===== config.mk =====
export PLATFORM = sky130hd
export DESIGN_NAME = mem_access_seq
export DESIGN_NICKNAME = d
export VERILOG_FILES = /design/src/rtl/mem_access_seq_pkg.sv /design/src/rtl/mem_align_check.sv /design/src/rtl/mem_access_seq.sv
export SDC_FILE = /design/constraint.sdc
export NUM_CORES = 1
export LEC_CHECK = 0
export BUFFER_PORTS_ARGS = -buffer_cell sky130_fd_sc_hd__buf_4
export CAP_MARGIN = 30
export CORE_MARGIN = 3
export CORE_UTILIZATION = 43
export CTS_CLUSTER_DIAMETER = 30
export DETAILED_ROUTE_END_ITERATION = 6
export GPL_TIMING_DRIVEN = 1
export PLACE_DENSITY = 0.8
export SLEW_MARGIN = 40
export SYNTH_ARGS = -nofsm -noshare
export SYNTH_HDL_FRONTEND = slang
export SYNTH_SLANG_ARGS = --single-unit

===== constraint.sdc =====
create_clock -name clock -period 1.7 [get_ports clock]
set_clock_uncertainty 0.2 [all_clocks]
set_input_delay 0.425 -clock clock [delete_from_list [all_inputs] [get_ports clock]]
set_output_delay 0.425 -clock clock [all_outputs]
set_load 0.1 [all_outputs]

===== src/rtl/mem_access_seq_pkg.sv =====
// Shared types and constants for the memory access sequencer.
package mem_access_seq_pkg;

    // Sequencer states.
    typedef enum logic [3:0] {
        IDLE  = 4'd0,
        CHECK = 4'd1,
        READ  = 4'd2,
        LATCH = 4'd3,
        MERGE = 4'd4,
        WRITE = 4'd5,
        WB    = 4'd6,
        DONE  = 4'd7,
        ERR   = 4'd8
    } state_t;

    // Access size codes; 2'b00 is illegal.
    localparam logic [1:0] SZ_BYTE = 2'b01;
    localparam logic [1:0] SZ_HALF = 2'b10;
    localparam logic [1:0] SZ_WORD = 2'b11;

    // A word store overwrites the whole word, so it skips the read-modify phase.
    function automatic logic needs_read(input logic is_store, input logic [1:0] size);
        return !(is_store && (size == SZ_WORD));
    endfunction

endpackage


===== src/rtl/mem_align_check.sv =====
// Combinational size/alignment fault decode for a captured request.
module mem_align_check
    import mem_access_seq_pkg::*;
(
    input  logic [1:0] size_i,
    input  logic [1:0] addr_lo_i,
    output logic       fault_o
);

    // Illegal size code, odd halfword, or non-word-aligned word.
    always_comb begin
        fault_o = 1'b0;
        case (size_i)
            SZ_BYTE: fault_o = 1'b0;
            SZ_HALF: fault_o = addr_lo_i[0];
            SZ_WORD: fault_o = (addr_lo_i != 2'b00);
            default: fault_o = 1'b1;
        endcase
    end

endmodule


===== src/rtl/mem_access_seq.sv =====
// Load/store sequencer: captures one request, checks alignment, reads the
// word when a merge is needed, drives the merge unit, then writes memory or
// the register file and pulses done (or err on a fault).
module mem_access_seq
    import mem_access_seq_pkg::*;
#(
    parameter int MEM_LAT = 1,
    parameter int ADDR_W  = 32
) (
    input  logic              clock,
    input  logic              reset,
    input  logic              start,
    input  logic              is_store,
    input  logic [1:0]        size,
    input  logic [ADDR_W-1:0] addr,
    output logic              busy,
    output logic [ADDR_W-1:0] mem_addr,
    output logic              mem_rd,
    output logic              mem_wr,
    output logic              mdr_load,
    output logic [1:0]        ls_size,
    output logic              ls_store,
    output logic              ls_en,
    output logic              reg_write,
    output logic              done,
    output logic              err
);

    // Counter preload so READ lasts exactly MEM_LAT cycles (counts down to 0).
    localparam logic [3:0] LAT_M1 = 4'(MEM_LAT - 1);

    state_t            state_q, state_d;
    logic [3:0]        cnt_q, cnt_d;
    logic              store_q, store_d;
    logic [1:0]        size_q, size_d;
    logic [ADDR_W-1:0] addr_q, addr_d;
    logic              fault;

    mem_align_check u_align (
        .size_i    (size_q),
        .addr_lo_i (addr_q[1:0]),
        .fault_o   (fault)
    );

    // State, wait counter and captured request registers.
    always_ff @(posedge clock) begin
        if (reset) begin
            state_q <= IDLE;
            cnt_q   <= 4'd0;
            store_q <= 1'b0;
            size_q  <= 2'b00;
            addr_q  <= '0;
        end else begin
            state_q <= state_d;
            cnt_q   <= cnt_d;
            store_q <= store_d;
            size_q  <= size_d;
            addr_q  <= addr_d;
        end
    end

    // Next-state, capture and output decode; outputs depend only on registers.
    always_comb begin
        state_d   = state_q;
        cnt_d     = cnt_q;
        store_d   = store_q;
        size_d    = size_q;
        addr_d    = addr_q;
        busy      = (state_q != IDLE);
        mem_addr  = '0;
        ls_size   = 2'b00;
        ls_store  = 1'b0;
        mem_rd    = 1'b0;
        mem_wr    = 1'b0;
        mdr_load  = 1'b0;
        ls_en     = 1'b0;
        reg_write = 1'b0;
        done      = 1'b0;
        err       = 1'b0;

        if (state_q != IDLE) begin
            mem_addr = {addr_q[ADDR_W-1:2], 2'b00};
            ls_size  = size_q;
            ls_store = store_q;
        end

        case (state_q)
            IDLE: begin
                if (start) begin
                    store_d = is_store;
                    size_d  = size;
                    addr_d  = addr;
                    state_d = CHECK;
                end
            end
            CHECK: begin
                if (fault) begin
                    state_d = ERR;
                end else if (needs_read(store_q, size_q)) begin
                    cnt_d   = LAT_M1;
                    state_d = READ;
                end else begin
                    state_d = MERGE;
                end
            end
            READ: begin
                mem_rd = 1'b1;
                if (cnt_q == 4'd0) begin
                    state_d = LATCH;
                end else begin
                    cnt_d = cnt_q - 4'd1;
                end
            end
            LATCH: begin
                mdr_load = 1'b1;
                state_d  = MERGE;
            end
            MERGE: begin
                ls_en   = 1'b1;
                state_d = store_q ? WRITE : WB;
            end
            WRITE: begin
                mem_wr  = 1'b1;
                state_d = DONE;
            end
            WB: begin
                reg_write = 1'b1;
                state_d   = DONE;
            end
            DONE: begin
                done    = 1'b1;
                state_d = IDLE;
            end
            ERR: begin
                err     = 1'b1;
                state_d = IDLE;
            end
            default: state_d = IDLE;
        endcase
    end

endmodule


==> impl_metrics.yaml, run 1 <==
run_status:
  outcome: "finished with violations"
  violations: "negative setup slack"
clock_tree:
  clk_path_buf_depth: 2
  cts_buffers: 5
  hold_buffers: 0
  htree_levels: 2
  cts_tree: "done"
  clock_latency_ns: 0.32
  clock-sinks: 43
  cts-root-buf: "clkbuf_8"
  clk_pin_slew_ns: 0.10
worst_setup_path:
  worstPathCellList: "nor4_4 -> inv_2 -> buf_12 -> and2_4 -> buf_12"
  reg2reg_slack_ns: -0.34
  cp-startpoint: "state_q[1]$_SDFFE_PP0P_"
  end_kind: "output pin"
  slowest_delay_ns: 0.38
  critPathKind: "reg2out"
  arrival_ns: 1.63
  r2r-start: "state_q[3]$_SDFFE_PP0P_"
  rr_worst_depth: 5
  worst_path_most_repeated_cell: "buf_12"
  worstPathMaxFanout: 24
  critPathSlowestCell: "dfxtp_4"
  regToRegEndpoint: "cnt_q[1]$_SDFFE_PP0P_"
  start_kind: "flop"
  required_ns: 1.07
pwr:
  power.static_leakage_nw: 1.79
  p_sw_share_pct: 43.6
  ir_worst_vdd_mv: 0.753
  p_comb_share_pct: 52.7
  pwr-share-clk_pct: 18.7
  p_sw_mw: 1.84
  seqPwrFrac_pct: 28.6
  p_int_mw: 2.38
  powerDensity_nw_per_um2: 1000
detailed_routing:
  wl_per_cell_um: 23.7
  viasPerCell: 6.03
  totalWireLength_um: 9730
  antenna_left: 0
  vias: 2477
  dr.pass1.iters: 6
  drt_iter0_markers: 240
  drc: 0
run:
  cap_viol_max_count: 0
global_routing:
  grt_first_pass_wirelength_um: 10800
  grt_use_total_pct: 25.8
  grt_overflow: 0
  grt_max_degree: 36
  grt_pass1_vias: 2268
  antenna_found_initial: 1
placement:
  io_buffers: 78
  dp_hpwl_um: 3560
  gp_congestion: 0.771
yosys:
  netlist_area_um2: 2010
  synth_top_family_by_area: "simple AND/OR/NAND/NOR gates"
  netlist.area_leader.share_pct: 42.8
  syn_inst: 260
  synthAdderAreaFrac_pct: 1.25
  synth_xor_area_share_pct: 0
  ys_seq_area_share_pct: 42.8
  synth_area_per_cell_um2: 7.73
  synthSimpleGateAreaFrac_pct: 35.2
  synth_cell_type_count: 34
  yosys-mux-area-fraction_pct: 0.560
  synth_compound_area_share_pct: 13.6
  synth_seq_cells: 43
  yosysTopAreaCell: "dfxtp_1"
  synth.area.top_cells: "dfxtp_1 (43%), nand2_1 (14%), and2_1 (11%)"
  synth_warnings: 0
die:
  die_h_um: 74.4
  num_io_pins: 81
  initial_core_util_pct: 45.2
  dieArea_um2: 5530
  core_um2: 4440
  die_w_um: 74.4
  num_rows: 24
cells_and_area:
  final_core_util_pct: 94.8
  final_nets: 398
  drive_gt1_share_pct: 68.2
  layout_commonest_cell: "buf_4"
  area_growth_pct: 110
  mostFrequentLayoutCells: "buf_4 (53), buf_12 (43), nand2_1 (42)"
  fillCellCount: 121
  diodes: 0
min_path:
  min-delay-start: "addr[2]"
  hold_depth: 3
  whs_endpoint: "addr_q[2]$_SDFFE_PP0P_"
  hp-class: "in2reg"
timing:
  period_needed_ns: 2.26
  tns_ns: -26.21
  setup-violations-final: 83
  slew_viol_final: 0
  finalWorstSetupSlack_ns: -0.558
  rsz0062_at_grt: "yes"
  final_hold_viol_count: 0
  min_period_over_period_pct: 133
  fmax_mhz: 443
-- routing by layer --
layer | up-vias | part of all wire [%] | GRT usage [%]
met5 | - | 0.18 | 0
met4 | 2 | 4.6 | 10.9
met3 | 50 | 7.1 | 6.89
met2 | 166 | 53 | 46.0
met1 | 1213 | 35 | 28.9
li1 | 1046 | - | -
-- how the worst max path moves through the flow --
| stage | to | slack [ns] | cells after the start |
|---|---|---|---|
| after floorplan | cnt_q[1]$_SDFFE_PP0P_ | -0.82 | 4 |
| after global placement | mem_addr[12] | -0.20 | 5 |
| after detailed placement | mem_addr[23] | -0.24 | 5 |
| after CTS | ls_store | -0.48 | 5 |
| after global routing | ls_size[1] | -0.58 | 5 |
| final | ls_size[1] | -0.56 | 5 |
-- flip-flops by register name, indices dropped and copies added (netlist names) --
signal   count
state_q      4
cnt_q        4
store_q      1
addr_q      32
size_q       2
-- synthesized netlist by cell type --
| cell | number |
|---|---|
| or4b_1 | 1 |
| nor4_2 | 1 |
| a21o_1 | 1 |
| a41o_1 | 2 |
| nand4bb_4 | 1 |
| conb_1 | 1 |
| o211ai_1 | 1 |
| nor4b_1 | 1 |
| buf_6 | 1 |
| nor3b_1 | 2 |
| nor4b_4 | 1 |
| nor2_1 | 5 |
| nand4_1 | 1 |
| nand2_1 | 76 |
| nor3_1 | 5 |
| nor2b_1 | 2 |
| o21ai_0 | 2 |
| a22oi_1 | 1 |
| ha_1 | 2 |
| buf_4 | 6 |
| a21oi_1 | 41 |
| buf_2 | 2 |
| o31ai_1 | 1 |
| nand3_1 | 2 |
| nand2b_1 | 3 |
| clkbuf_1 | 12 |
| or3_1 | 1 |
| inv_1 | 4 |
| nor4_1 | 1 |
| nand4b_1 | 1 |
| a211o_1 | 1 |
| and2_1 | 34 |
| dfxtp_1 | 43 |
| mux2_2 | 1 |
-- critical path: cells and delay by family, from the launching register on --
family                 cells  cell delay (ns)
buffers and inverters      3             0.43
DFF                        1             0.38
and+or+nand+nor            2             0.49
-- per-stage QoR --
| step | std cells | cell area (um2) | setup WS, ns | power (mW) | hold slack, ns |
|---|---|---|---|---|---|
| floorplan | 261 | 2240 | -0.817 | 2.31 | 0.237 |
| detailed placement | 386 | 2880 | -0.240 | 2.62 | 0.247 |
| global placement | 386 | 2880 | -0.200 | 2.60 | 0.243 |
| finish | 411 | 4210 | -0.558 | 4.21 | 0.144 |
| CTS | 403 | 3680 | -0.485 | 3.69 | 0.162 |
| global route | 411 | 4210 | -0.577 | 4.30 | 0.157 |
-- cell families (layout without fill, tap and decap cells) --
kind of cell	Yosys count	in the layout
simple gates	138	138
flops	43	43
compound gates	50	50
fa+ha+maj	2	2
mux	1	1
other cells	1	2
buf+inv	25	123
-- what timing repair did --
item | CTS | global route
pin swaps | 12 | 66
resized for setup | 143 | 106
setup endpoints to repair | 48 | 83
setup buffers | 8 | 6
cloned | 2 | 4
-- cell type report --
cell class / instances / area, um2 / area share (%)
well taps: 52 / 65.1 / 1.54
clock buffers: 7 / 96.3 / 2.29
flip-flops and latches: 43 / 873 / 20.7
clock inverters: 1 / 6.26 / 0.149
repair buffers: 111 / 1520 / 36.1
multi-input cells: 193 / 1640 / 38.9
inverters: 4 / 15.0 / 0.356
-- power by group through the flow --
stage	Sequential, mW	Clock (mW)	Combinational [mW]
floorplan	1.18	0	1.13
global placement	1.19	0	1.41
detailed placement	1.20	0	1.42
CTS	1.18	0.739	1.77
global route	1.21	0.809	2.28
finish	1.20	0.788	2.22
Note: power is estimated with default switching activity, not from simulation.
==> run 2, diff against run 1 <==
- CORE_UTILIZATION: 43 -> 51
- PLACE_DENSITY: 0.8 -> 0.89
- clock period: 1.7 -> 2.9 ns (I/O delays scaled with it)
==> run 2 against run 1 <==
  * The flow now finishes without violations
  * Wire length fell by 52%
  * Global-route usage fell by 4.2 points
  * Sequential power fell by 42%
  * First-iteration DRC count fell by 57%
  * Sequential share of layout area rose by 11 points
  * Non-clock buffer count fell by 29
  * Core utilization fell by 22 points
  * Combinational power fell by 68%
  * Flip-flop and latch count did not move
  * Clock power fell by 56%
  * Count of clock-buffer cells in the layout fell by 2
  * Largest power group unchanged
  * Highest routed layer is now met4
==> impl_metrics.yaml, run 2 (same netlist as run 1, synthesis figures left out) <==
run_status:
  outcome: "complete, no violations"
worst_setup_path:
  end_kind: "output pin"
  slowest_delay_ns: 0.59
  critPathKind: "reg2out"
  worst_path_most_repeated_cell: "buf_4"
  path_delay_family: "buffers and inverters"
  worstPathCellList: "nor4_4 -> inv_1 -> buf_4 -> and2_1 -> buf_4"
  arrival_ns: 1.82
  start_kind: "flop"
  path_buf_inv: 3
  worstPathMaxFanout: 35
  required_ns: 1.98
  critPathSlowestCell: "dfxtp_1"
timing:
  fmax_mhz: 364
  rsz0062_at_grt: "no"
  tightestPinTransition_ns: 0.508
  period_needed_ns: 2.75
  setup-violations-final: 0
  relSlewSlack_pct: 65.8
  hold_ws_ns: 0.251
  tns_ns: 0
  slew_viol_final: 0
  final_hold_viol_count: 0
  min_period_over_period_pct: 94.8
global_routing:
  antenna_found_initial: 0
  grt_first_pass_wirelength_um: 7710
  grt_max_degree: 45
  grt_pass1_vias: 1789
  grt_overflow: 0
  grt_use_total_pct: 21.6
clock_tree:
  clock_latency_ns: 0.29
  cts-root-buf: "clkbuf_8"
  cts_buffers: 5
  clock-sinks: 43
  post_cts_buffers: 0
  cts_tree: "done"
  clk_pin_slew_ns: 0.07
  clk_path_buf_depth: 2
  htree_levels: 2
detailed_routing:
  totalWireLength_um: 4670
  viasPerCell: 5.05
  drt_iter0_markers: 102
  vias: 1899
  antenna_left: 0
  wl_per_cell_um: 12.4
  dr.pass1.iters: 4
  drc: 0
pwr:
  pwr-share-clk_pct: 19.8
  p_comb_share_pct: 40.5
  p_sw_mw: 0.746
  p_sw_share_pct: 42.8
  p_int_mw: 0.997
  ir_worst_vdd_mv: 0.481
  powerDensity_nw_per_um2: 645
  seqPwrFrac_pct: 39.6
  power.static_leakage_nw: 1.20
placement:
  dp_hpwl_um: 3300
  io_buffers: 78
  dp.cells: 370
  gp_congestion: 0.706
  dpl_cell_area_um2: 2620
die:
  num_rows: 22
  num_io_pins: 81
  die_h_um: 68.8
  core_um2: 3720
  die_w_um: 68.8
  dieArea_um2: 4730
  initial_core_util_pct: 54.1
cells_and_area:
  fin_area_um2: 2700
  largest_reg_flops: 32
  top_regs: "addr_q (32), cnt_q (4), state_q (4)"
  fin_cells: 376
  mostFrequentLayoutCells: "buf_4 (82), nand2_1 (76), dfxtp_1 (43)"
  final_nets: 369
  layout_commonest_cell: "buf_4"
  top_register: "addr_q"
  area_growth_pct: 34.5
  fillCellCount: 330
  diodes: 0
  drive_gt1_share_pct: 32.6
run:
  cap_viol_max_count: 0
min_path:
  hp-class: "reg2reg"
==> run 2: changes by cell type in the layout (fill, tap and decap cells not counted), sizes merged <==
cell	before	now
clkbuf	11	5
buf	107	82
inv	5	4
clkinvlp	0	1
==> run 2: worst register-to-register path, delay by kind of cell, from the launching register on <==
kind            cells  cell delay [ns]
flops               1             0.62
compound gates      2             0.61
simple gates        1             0.43
==> run 2: per-stage QoR <==
step           total power, mW  setup slack, ns  utilization [%]
2_1_floorplan             1.26           -0.322                -
3_3_place_gp              1.40            0.474             70.4
3_5_place_dp              1.41            0.433             70.4
4_1_cts                   1.76            0.112             72.5
5_1_grt                   1.84           0.0225             72.7
6_report                  1.74            0.152             72.7
==> run 2: path summary, 6_finish.rpt <==
path | cells after the start | startpoint | endpoint | slack, ns
worst max-delay path | 5 | state_q[2]$_SDFFE_PP0P_ | mem_addr[17] | 0.15
worst min-delay path | 2 | addr_q[22]$_SDFFE_PP0P_ | addr_q[22]$_SDFFE_PP0P_ | 0.25
worst max register to register | 3 | state_q[1]$_SDFFE_PP0P_ | cnt_q[1]$_SDFFE_PP0P_ | 0.94
worst min register to register | 2 | addr_q[22]$_SDFFE_PP0P_ | addr_q[22]$_SDFFE_PP0P_ | 0.25
==> run 2: repair_timing <==
action / 4_1_cts / 5_1_grt
resized for setup: 0 / 1
endpoints found under the hold margin: 0 / 0
hold buffers: 0 / 0
setup endpoints to repair: 0 / 3
==> run 2: final cells by class <==
type	instances	area, um2	share of cell area [%]
Multi-Input combinational cell	193	1070	39.8
Inverter	4	15.0	0.556
Clock buffer	5	68.8	2.55
Tap cell	48	60.1	2.22
Sequential cell	43	861	31.9
Clock inverter	1	7.51	0.278
Timing Repair Buffer	82	616	22.8
==> run 2: routing by layer <==
layer / track usage [%] / up-vias / share of wire [%]
met5: 0 / - / 0
met4: 7.30 / 0 / 1.5
met3: 6.32 / 8 / 7.0
met2: 38.6 / 62 / 51
met1: 24.4 / 847 / 41
li1: - / 982 / -
==> run 2: power groups by stage <==
stage | Combinational [mW] | Clock (mW) | Sequential, mW
3_5_place_dp | 0.708 | 0 | 0.703
6_report | 0.707 | 0.346 | 0.691
4_1_cts | 0.711 | 0.359 | 0.690
5_1_grt | 0.757 | 0.380 | 0.701
3_3_place_gp | 0.699 | 0 | 0.701
2_1_floorplan | 0.572 | 0 | 0.687
